$ cat src/rtl/mold_rx_parser.sv
// MoldUDP64 receive framer: parses the 20-byte session header, splits the payload into
// message segments on a main and an overlap channel, and watches for a silent server.
module mold_rx_parser #(
   parameter int AXI_DATA_W = 64,
   parameter int AXI_KEEP_W = 8,
   parameter int SID_W      = 80,
   parameter int SEQ_NUM_W  = 64,
   parameter int ML_W       = 16,
   parameter int OV_DATA_W  = 48,
   parameter int OV_KEEP_LW = 3,
   parameter int HB_TIMEOUT = 1024
) (
   input  logic                  clk,
   input  logic                  nreset,
   input  logic                  udp_axis_tvalid_i,
   input  logic [AXI_DATA_W-1:0] udp_axis_tdata_i,
   input  logic [AXI_KEEP_W-1:0] udp_axis_tkeep_i,
   input  logic                  udp_axis_tlast_i,
   input  logic                  udp_axis_tuser_i,
   output logic                  udp_axis_tready_o,
   output logic [SID_W-1:0]      mold_msg_sid_o,
   output logic [SEQ_NUM_W-1:0]  mold_msg_seq_num_o,
   output logic                  mold_msg_eos_o,
   output logic                  flatlined_v_o,
   output logic                  mold_msg_v_o,
   output logic                  mold_msg_start_o,
   output logic [3:0]            mold_msg_len_o,
   output logic [AXI_DATA_W-1:0] mold_msg_data_o,
   output logic                  mold_msg_ov_v_o,
   output logic                  mold_msg_ov_start_o,
   output logic [OV_KEEP_LW-1:0] mold_msg_ov_len_o,
   output logic [OV_DATA_W-1:0]  mold_msg_ov_data_o
);

   localparam int HB_W = $clog2(HB_TIMEOUT + 1);

   typedef enum logic [2:0] {S_IDLE, S_H0, S_H1, S_H2, S_MSG, S_DROP} state_t;
   typedef enum logic [1:0] {PH_HI, PH_LO, PH_PAY} phase_t;

   state_t                state_q, state_d;
   phase_t                phase_q, phase_d;
   logic [7:0]            hi_q, hi_d;
   logic [ML_W-1:0]       rem_q, rem_d;
   logic [ML_W-1:0]       cnt_q, cnt_d;
   logic                  new_q, new_d;
   logic [SEQ_NUM_W-1:0]  seq_q, seq_d;
   logic [SID_W-1:0]      sid_q, sid_d;
   logic [HB_W-1:0]       hb_q, hb_d;
   logic                  flat_q, flat_d;
   logic                  eos_q, eos_d;
   logic                  m_v_q, m_v_d;
   logic                  m_start_q, m_start_d;
   logic [3:0]            m_len_q, m_len_d;
   logic [AXI_DATA_W-1:0] m_data_q, m_data_d;
   logic [SEQ_NUM_W-1:0]  m_seq_q, m_seq_d;
   logic                  ov_v_q, ov_v_d;
   logic [OV_KEEP_LW-1:0] ov_len_q, ov_len_d;
   logic [OV_DATA_W-1:0]  ov_data_q, ov_data_d;

   // Walk scratch: running message state while stepping through the lanes of one beat.
   logic                  w_en, w_new, w_done, w_to_ov, h0_beat;
   int                    w_start;
   phase_t                w_ph;
   logic [7:0]            w_hi, lane_b;
   logic [ML_W-1:0]       w_rem, w_cnt, hdr_cnt;
   logic [SEQ_NUM_W-1:0]  w_seq;
   logic                  unused_tuser;

   assign unused_tuser      = udp_axis_tuser_i;
   assign udp_axis_tready_o = 1'b1;
   assign hdr_cnt           = udp_axis_tdata_i[23:8] >> 0 == 0 ? {udp_axis_tdata_i[23:16], udp_axis_tdata_i[31:24]} : {udp_axis_tdata_i[23:16], udp_axis_tdata_i[31:24]};
   assign h0_beat           = udp_axis_tvalid_i && (state_q == S_IDLE || state_q == S_H0);

   always_comb begin
      state_d   = state_q;
      phase_d   = phase_q;
      hi_d      = hi_q;
      rem_d     = rem_q;
      cnt_d     = cnt_q;
      new_d     = new_q;
      seq_d     = seq_q;
      sid_d     = sid_q;
      hb_d      = (hb_q != '0) ? hb_q - HB_W'(1) : '0;
      flat_d    = flat_q;
      eos_d     = 1'b0;
      w_en      = 1'b0;
      w_start   = 0;
      w_ph      = phase_q;
      w_hi      = hi_q;
      w_rem     = rem_q;
      w_cnt     = cnt_q;
      w_seq     = seq_q;
      w_new     = new_q;
      w_done    = 1'b0;
      w_to_ov   = 1'b0;
      lane_b    = '0;
      m_start_d = 1'b0;
      m_len_d   = '0;
      m_data_d  = '0;
      m_seq_d   = m_seq_q;
      ov_len_d  = '0;
      ov_data_d = '0;

      if (udp_axis_tvalid_i) begin
         case (state_q)
            S_IDLE, S_H0: begin
               for (int i = 0; i < 8; i++) sid_d[SID_W-1-8*i -: 8] = udp_axis_tdata_i[8*i +: 8];
               hb_d    = HB_W'(HB_TIMEOUT);
               state_d = S_H1;
            end
            S_H1: begin
               sid_d[15:0] = {udp_axis_tdata_i[7:0], udp_axis_tdata_i[15:8]};
               for (int i = 2; i < 8; i++) seq_d[SEQ_NUM_W-1-8*(i-2) -: 8] = udp_axis_tdata_i[8*i +: 8];
               state_d = S_H2;
            end
            S_H2: begin
               seq_d = {seq_q[SEQ_NUM_W-1:16], udp_axis_tdata_i[7:0], udp_axis_tdata_i[15:8]};
               if (hdr_cnt == '0 || hdr_cnt == '1) begin
                  eos_d   = (hdr_cnt == '1);
                  state_d = S_DROP;
               end else begin
                  w_en    = 1'b1;
                  w_start = 4;
                  w_ph    = PH_HI;
                  w_cnt   = hdr_cnt;
                  w_seq   = seq_d;
                  w_new   = 1'b0;
                  state_d = S_MSG;
               end
            end
            S_MSG:   w_en = 1'b1;
            default: ;
         endcase

         // At most two segments land in one beat because every message is at least 6 bytes.
         for (int i = 0; i < AXI_KEEP_W; i++) begin
            if (w_en && !w_done && i >= w_start && udp_axis_tkeep_i[i]) begin
               lane_b = udp_axis_tdata_i[8*i +: 8];
               case (w_ph)
                  PH_HI: begin
                     w_hi = lane_b;
                     w_ph = PH_LO;
                  end
                  PH_LO: begin
                     w_rem = {w_hi, lane_b};
                     w_ph  = PH_PAY;
                     w_new = 1'b1;
                  end
                  default: begin
                     if (!w_to_ov) begin
                        if (m_len_d == 4'd0) begin
                           m_start_d = w_new;
                           m_seq_d   = w_seq;
                        end
                        m_data_d[{m_len_d[2:0], 3'b000} +: 8] = lane_b;
                        m_len_d = m_len_d + 4'd1;
                     end else if (ov_len_d < OV_KEEP_LW'(6)) begin
                        ov_data_d[{ov_len_d, 3'b000} +: 8] = lane_b;
                        ov_len_d = ov_len_d + OV_KEEP_LW'(1);
                     end
                     w_new = 1'b0;
                     w_rem = w_rem - ML_W'(1);
                     if (w_rem == '0) begin
                        w_seq   = w_seq + SEQ_NUM_W'(1);
                        w_cnt   = w_cnt - ML_W'(1);
                        w_ph    = PH_HI;
                        w_to_ov = 1'b1;
                        w_done  = (w_cnt == '0);
                     end
                  end
               endcase
            end
         end

         if (w_en) begin
            phase_d = w_ph;
            hi_d    = w_hi;
            rem_d   = w_rem;
            cnt_d   = w_cnt;
            new_d   = w_new;
            seq_d   = w_seq;
            if (w_done) state_d = S_DROP;
         end
         if (udp_axis_tlast_i) state_d = S_H0;
      end

      if (h0_beat)            flat_d = 1'b0;
      else if (hb_d == '0)    flat_d = 1'b1;

      m_v_d  = (m_len_d != 4'd0);
      ov_v_d = (ov_len_d != '0);
   end

   always_ff @(posedge clk) begin
      if (!nreset) begin
         state_q   <= S_IDLE;
         phase_q   <= PH_HI;
         hi_q      <= '0;
         rem_q     <= '0;
         cnt_q     <= '0;
         new_q     <= 1'b0;
         seq_q     <= '0;
         sid_q     <= '0;
         hb_q      <= HB_W'(HB_TIMEOUT);
         flat_q    <= 1'b0;
         eos_q     <= 1'b0;
         m_v_q     <= 1'b0;
         m_start_q <= 1'b0;
         m_len_q   <= '0;
         m_data_q  <= '0;
         m_seq_q   <= '0;
         ov_v_q    <= 1'b0;
         ov_len_q  <= '0;
         ov_data_q <= '0;
      end else begin
         state_q   <= state_d;
         phase_q   <= phase_d;
         hi_q      <= hi_d;
         rem_q     <= rem_d;
         cnt_q     <= cnt_d;
         new_q     <= new_d;
         seq_q     <= seq_d;
         sid_q     <= sid_d;
         hb_q      <= hb_d;
         flat_q    <= flat_d;
         eos_q     <= eos_d;
         m_v_q     <= m_v_d;
         m_start_q <= m_start_d;
         m_len_q   <= m_len_d;
         m_data_q  <= m_data_d;
         m_seq_q   <= m_seq_d;
         ov_v_q    <= ov_v_d;
         ov_len_q  <= ov_len_d;
         ov_data_q <= ov_data_d;
      end
   end

   assign mold_msg_sid_o      = sid_q;
   assign mold_msg_seq_num_o  = m_seq_q;
   assign mold_msg_eos_o      = eos_q;
   assign flatlined_v_o       = flat_q;
   assign mold_msg_v_o        = m_v_q;
   assign mold_msg_start_o    = m_start_q;
   assign mold_msg_len_o      = m_len_q;
   assign mold_msg_data_o     = m_data_q;
   assign mold_msg_ov_v_o     = ov_v_q;
   assign mold_msg_ov_start_o = ov_v_q;
   assign mold_msg_ov_len_o   = ov_len_q;
   assign mold_msg_ov_data_o  = ov_data_q;

endmodule

$ cat config.mk
export PLATFORM = sky130hd
export DESIGN_NAME = mold_rx_parser
export DESIGN_NICKNAME = d
export VERILOG_FILES = /design/src/rtl/mold_rx_parser.sv
export SDC_FILE = /design/constraint.sdc
export NUM_CORES = 2
export LEC_CHECK = 0
export CAP_MARGIN = 20
export CORE_UTILIZATION = 35
export DETAILED_ROUTE_END_ITERATION = 7
export DONT_BUFFER_PORTS = 1
export SYNTH_ARGS = -nofsm -noshare
export SYNTH_HDL_FRONTEND = slang
export SYNTH_SLANG_ARGS = --single-unit
$ cat constraint.sdc
create_clock -name clk -period 57.8 [get_ports clk]
set_clock_uncertainty 0.1 [all_clocks]
set_input_delay 14.45 -clock clk [delete_from_list [all_inputs] [get_ports clk]]
set_output_delay 14.45 -clock clk [all_outputs]
set_load 0.03 [all_outputs]
==> flow_summary_export.csv <==
group,metric,value,unit
route,final_antenna_net_count,0,
run,cap_violations,0,
sta,setup_total_negative_slack,0,ns
sta,report.final.slew_viol_count,9,
setup_path,crit_path_max_incr_delay,0.90,ns
global_route,antenna_found_initial,32,
sta,rsz0062_at_grt,"false",
sta,clock.fmax,0.0283,GHz
route,post_drt_wl_per_cell,35.1,µm
logic_synthesis,synthArstFlopShare,0,%
logic_synthesis,yosys_warnings,0,
route,detailedRoute.firstPassIterationCount,7,
sta,final.min_clock_period,35.29,ns
setup_path,timing_worst_setup_path_type,"in -> reg",
clock_tree,worst_path_clk_slew,0.07,ns
floorplan,floorplan.die.height,418,µm
global_route,first_global_vias,68100,
power,leakagePower,20.8,nW
global_route,wire_length_of_the_first_global_routing_pass,533000,µm
setup_path,critical_path.top_delay_family,"simple AND/OR/NAND/NOR gates",
setup_path,timing.critical_path.fanout_max,33,
route,via_per_inst,6.89,
sta,max-slew-margin-rel,-29.9,%
setup_path,critical_path.endpoint_type,"flop",
sta,setup-violations-final,0,
sta,timing_hold_violations_final,0,
finish,layout_area_growth_over_synthesis,6.50,%
clock_tree,clock_tree_from_tritoncts,"yes",
global_route,maximum_number_of_pins_on_one_net_before_global_route_repair,142,
logic_synthesis,synth_ff_type,"sky130_fd_sc_hd__dfxtp_1",
floorplan,design.die.area,174000,µm²
place,portBuffers,0,
sta,worst_margin_slew,1.92,ns
route,detail_route.wirelength,389000,µm
route,routed-via-count,76200,
floorplan,core-area,172000,µm²
clock_tree,cts_max_level,2,
floorplan,die_width,418,µm
global_route,globalRouteTotalUtil,42.2,%
logic_synthesis,post_synthesis_sequential_area_ratio,12.9,%
route,post_route_drc_violation_count,0,
hold_path,hold_class,"reg -> reg",
place,detailedPlacementHpwl,298000,µm
place,place.gp.congestion,1.07,
setup_path,critical-path-slowest-cell,"sky130_fd_sc_hd__o2111a_1",
finish,layout.area.seq,7790,µm²
clock_tree,clockRootBuffer,"sky130_fd_sc_hd__clkbuf_16",
setup_path,critPathArrivalTime,35.75,ns
power,power.ir.vdd_worst,0.0000247,V
setup_path,required,58.26,ns
logic_synthesis,synthesis.instances,9056,
route,drtIter0Drc,11200,
finish,design.final.nets,8861,
logic_synthesis,synthesis.area_per_instance,6.68,µm²
logic_synthesis,synth_top_area_share,12.9,%
floorplan,num_rows,152,
finish,multiInputGateArea,49600,µm²
clock_tree,cells_resized_by_post_cts_repair,0,
setup_path,crit_top_cell,"sky130_fd_sc_hd__buf_4",
logic_synthesis,synth_edf_count,0,
sta,final_min_period_over_clock_period,61.1,%
logic_synthesis,synth.largest_area_cell,"sky130_fd_sc_hd__dfxtp_1",
power,p_per_area,14.6,nW/µm²
global_route,globalRoute.totalOverflow,0,
outcome,status,"finished with violations",
clock_tree,cts_buffers,51,
logic_synthesis,syn-cell-area,60500,µm²
logic_synthesis,yosys-top-cells-area,"sky130_fd_sc_hd__dfxtp_1 13%, sky130_fd_sc_hd__xnor2_1 7.3%, sky130_fd_sc_hd__nand2_1 6.6%, sky130_fd_sc_hd__nor2_1 6.0%, sky130_fd_sc_hd__a21oi_1 5.3%",
setup_path,worst_setup_path_start_kind,"input port",
clock_tree,post-cts-setup-buffers,0,
finish,fill_cells,18500,
floorplan,ios,347,
sta,hold_slack_final,0.366,ns
outcome,failed_checks,"slew limit",
logic_synthesis,yosys_register_bits,389,
logic_synthesis,synth_fp_nets,9233,
setup_path,cp_num_buf_inv,9,
clock_tree,clockBufferDepth,3,
finish,drive_above_1_share,8.32,%
logic_synthesis,ys_types,143,
clock_tree,ctsHoldBuffers,0,
clock_tree,worstSkewPairLatency,0.75,ns
clock_tree,cts.sinks,389,
floorplan,start_util,35.2,%
-- metal layers --
metal | up-vias | wire [µm] | track usage, %
li1 | 33100 | - | -
met5 | - | 72 | 0
met2 | 5390 | 157000 | 60.6
met4 | 10 | 26600 | 24.8
met3 | 1066 | 49700 | 13.1
met1 | 36600 | 156000 | 55.1
-- path summary, 6_finish.rpt --
check | endpoint | slack [ns] | start | depth (start not counted)
max reg2reg | seq_q[50]$_SDFFE_PN0P_ | 36.29 | state_q[1]$_SDFFE_PN0P_ | 59
min reg2reg | hb_q[0]$_SDFF_PN0_ | 0.37 | hb_q[0]$_SDFF_PN0_ | 1
max | seq_q[50]$_SDFFE_PN0P_ | 22.51 | udp_axis_tdata_i[24] | 59
min | hb_q[0]$_SDFF_PN0_ | 0.37 | hb_q[0]$_SDFF_PN0_ | 1
-- synth_stat cells, types with 100 or more instances --
cell                       number
sky130_fd_sc_hd__xnor2_1      505
sky130_fd_sc_hd__nor3_1       374
sky130_fd_sc_hd__a31oi_1      161
sky130_fd_sc_hd__nand4_1      213
sky130_fd_sc_hd__mux2i_1      191
sky130_fd_sc_hd__xor2_1       208
sky130_fd_sc_hd__inv_1        152
sky130_fd_sc_hd__clkbuf_1     461
sky130_fd_sc_hd__or3_1        111
sky130_fd_sc_hd__o21ai_0      412
sky130_fd_sc_hd__dfxtp_1      389
sky130_fd_sc_hd__o211ai_1     149
sky130_fd_sc_hd__nand3_1      454
sky130_fd_sc_hd__nand2_1     1057
sky130_fd_sc_hd__nor2_1       959
sky130_fd_sc_hd__nor4_1       225
sky130_fd_sc_hd__a21oi_1      641
sky130_fd_sc_hd__and3_1       138
sky130_fd_sc_hd__a211oi_1     272
sky130_fd_sc_hd__ha_1         100
sky130_fd_sc_hd__and2_1       111
-- cells by family after synthesis --
family	count (synthesis)	synth area share, %
simple gates	4289	36.9
compound gates	2496	27.8
buf+inv	807	5.49
xor+xnor	722	10.6
flops	389	12.9
mux	251	4.28
fa+ha+maj	100	2.07
other cells	2	0.0124
-- power by group --
part           leakage [nW]  internal [W]  switching (W)
sequential             3.16      0.000277      0.0000236
clock                 0.834      0.000183       0.000158
combinational          16.9     0.0000929       0.000204
total                  20.8      0.000553       0.000386
-- through the flow --
stage                     instances  power (W)  area [µm²]  setup WS, ns  utilization (%)
after floorplan                9056   0.000503       60500         27.03                -
after global placement        10900   0.000587       62500         22.72             36.5
after detailed placement      10900   0.000588       62600         22.75             36.5
after CTS                     11000   0.000930       64300         23.44             37.5
after global routing          11000   0.000969       64300         21.61             37.5
final                         11100   0.000939       64400         22.51             37.5
-- flip-flops by register name (all words and copies together) (netlist names), 4 cells and up --
name	flops
cnt_q	16
hi_q	8
mold_msg_seq_num_o	64
mold_msg_data_o	64
mold_msg_len_o	4
mold_msg_ov_data_o	48
hb_q	11
mold_msg_sid_o	80
rem_q	16
seq_q	64
-- placed cells by master, fill, tap and decap left out, drive strengths merged, types with 50 or more instances in the layout --
cell	synthesis	routed
nand2	1061	1061
nor2	968	968
a21oi	651	651
xnor2	508	508
nand3	460	460
o21ai	457	457
nor3	395	395
dfxtp	389	389
a211oi	281	281
nor4	270	270
buf	187	223
nand4	222	222
xor2	214	214
mux2i	192	192
inv	155	164
a31oi	162	162
o211ai	153	153
and3	138	138
and2	117	117
or3	111	111
ha	100	100
or4	85	85
or2	76	76
o31ai	73	73
clkbuf	461	68
mux2	59	59
a22oi	59	59
a21o	58	58
and4	57	57
o22ai	56	56
nor4b	56	56
nor3b	51	51
a221oi	50	50
-- layout make-up --
cell class	instances	area share (%)
well taps	2310	4.49
repair buffers	224	2.67
clock buffers	67	2.23
inverters	158	0.933
clock inverters	25	0.429
multi-input cells	7860	77.1
flip-flops and latches	389	12.1
diodes	26	0.101
Power figures use the tool's default switching activity.
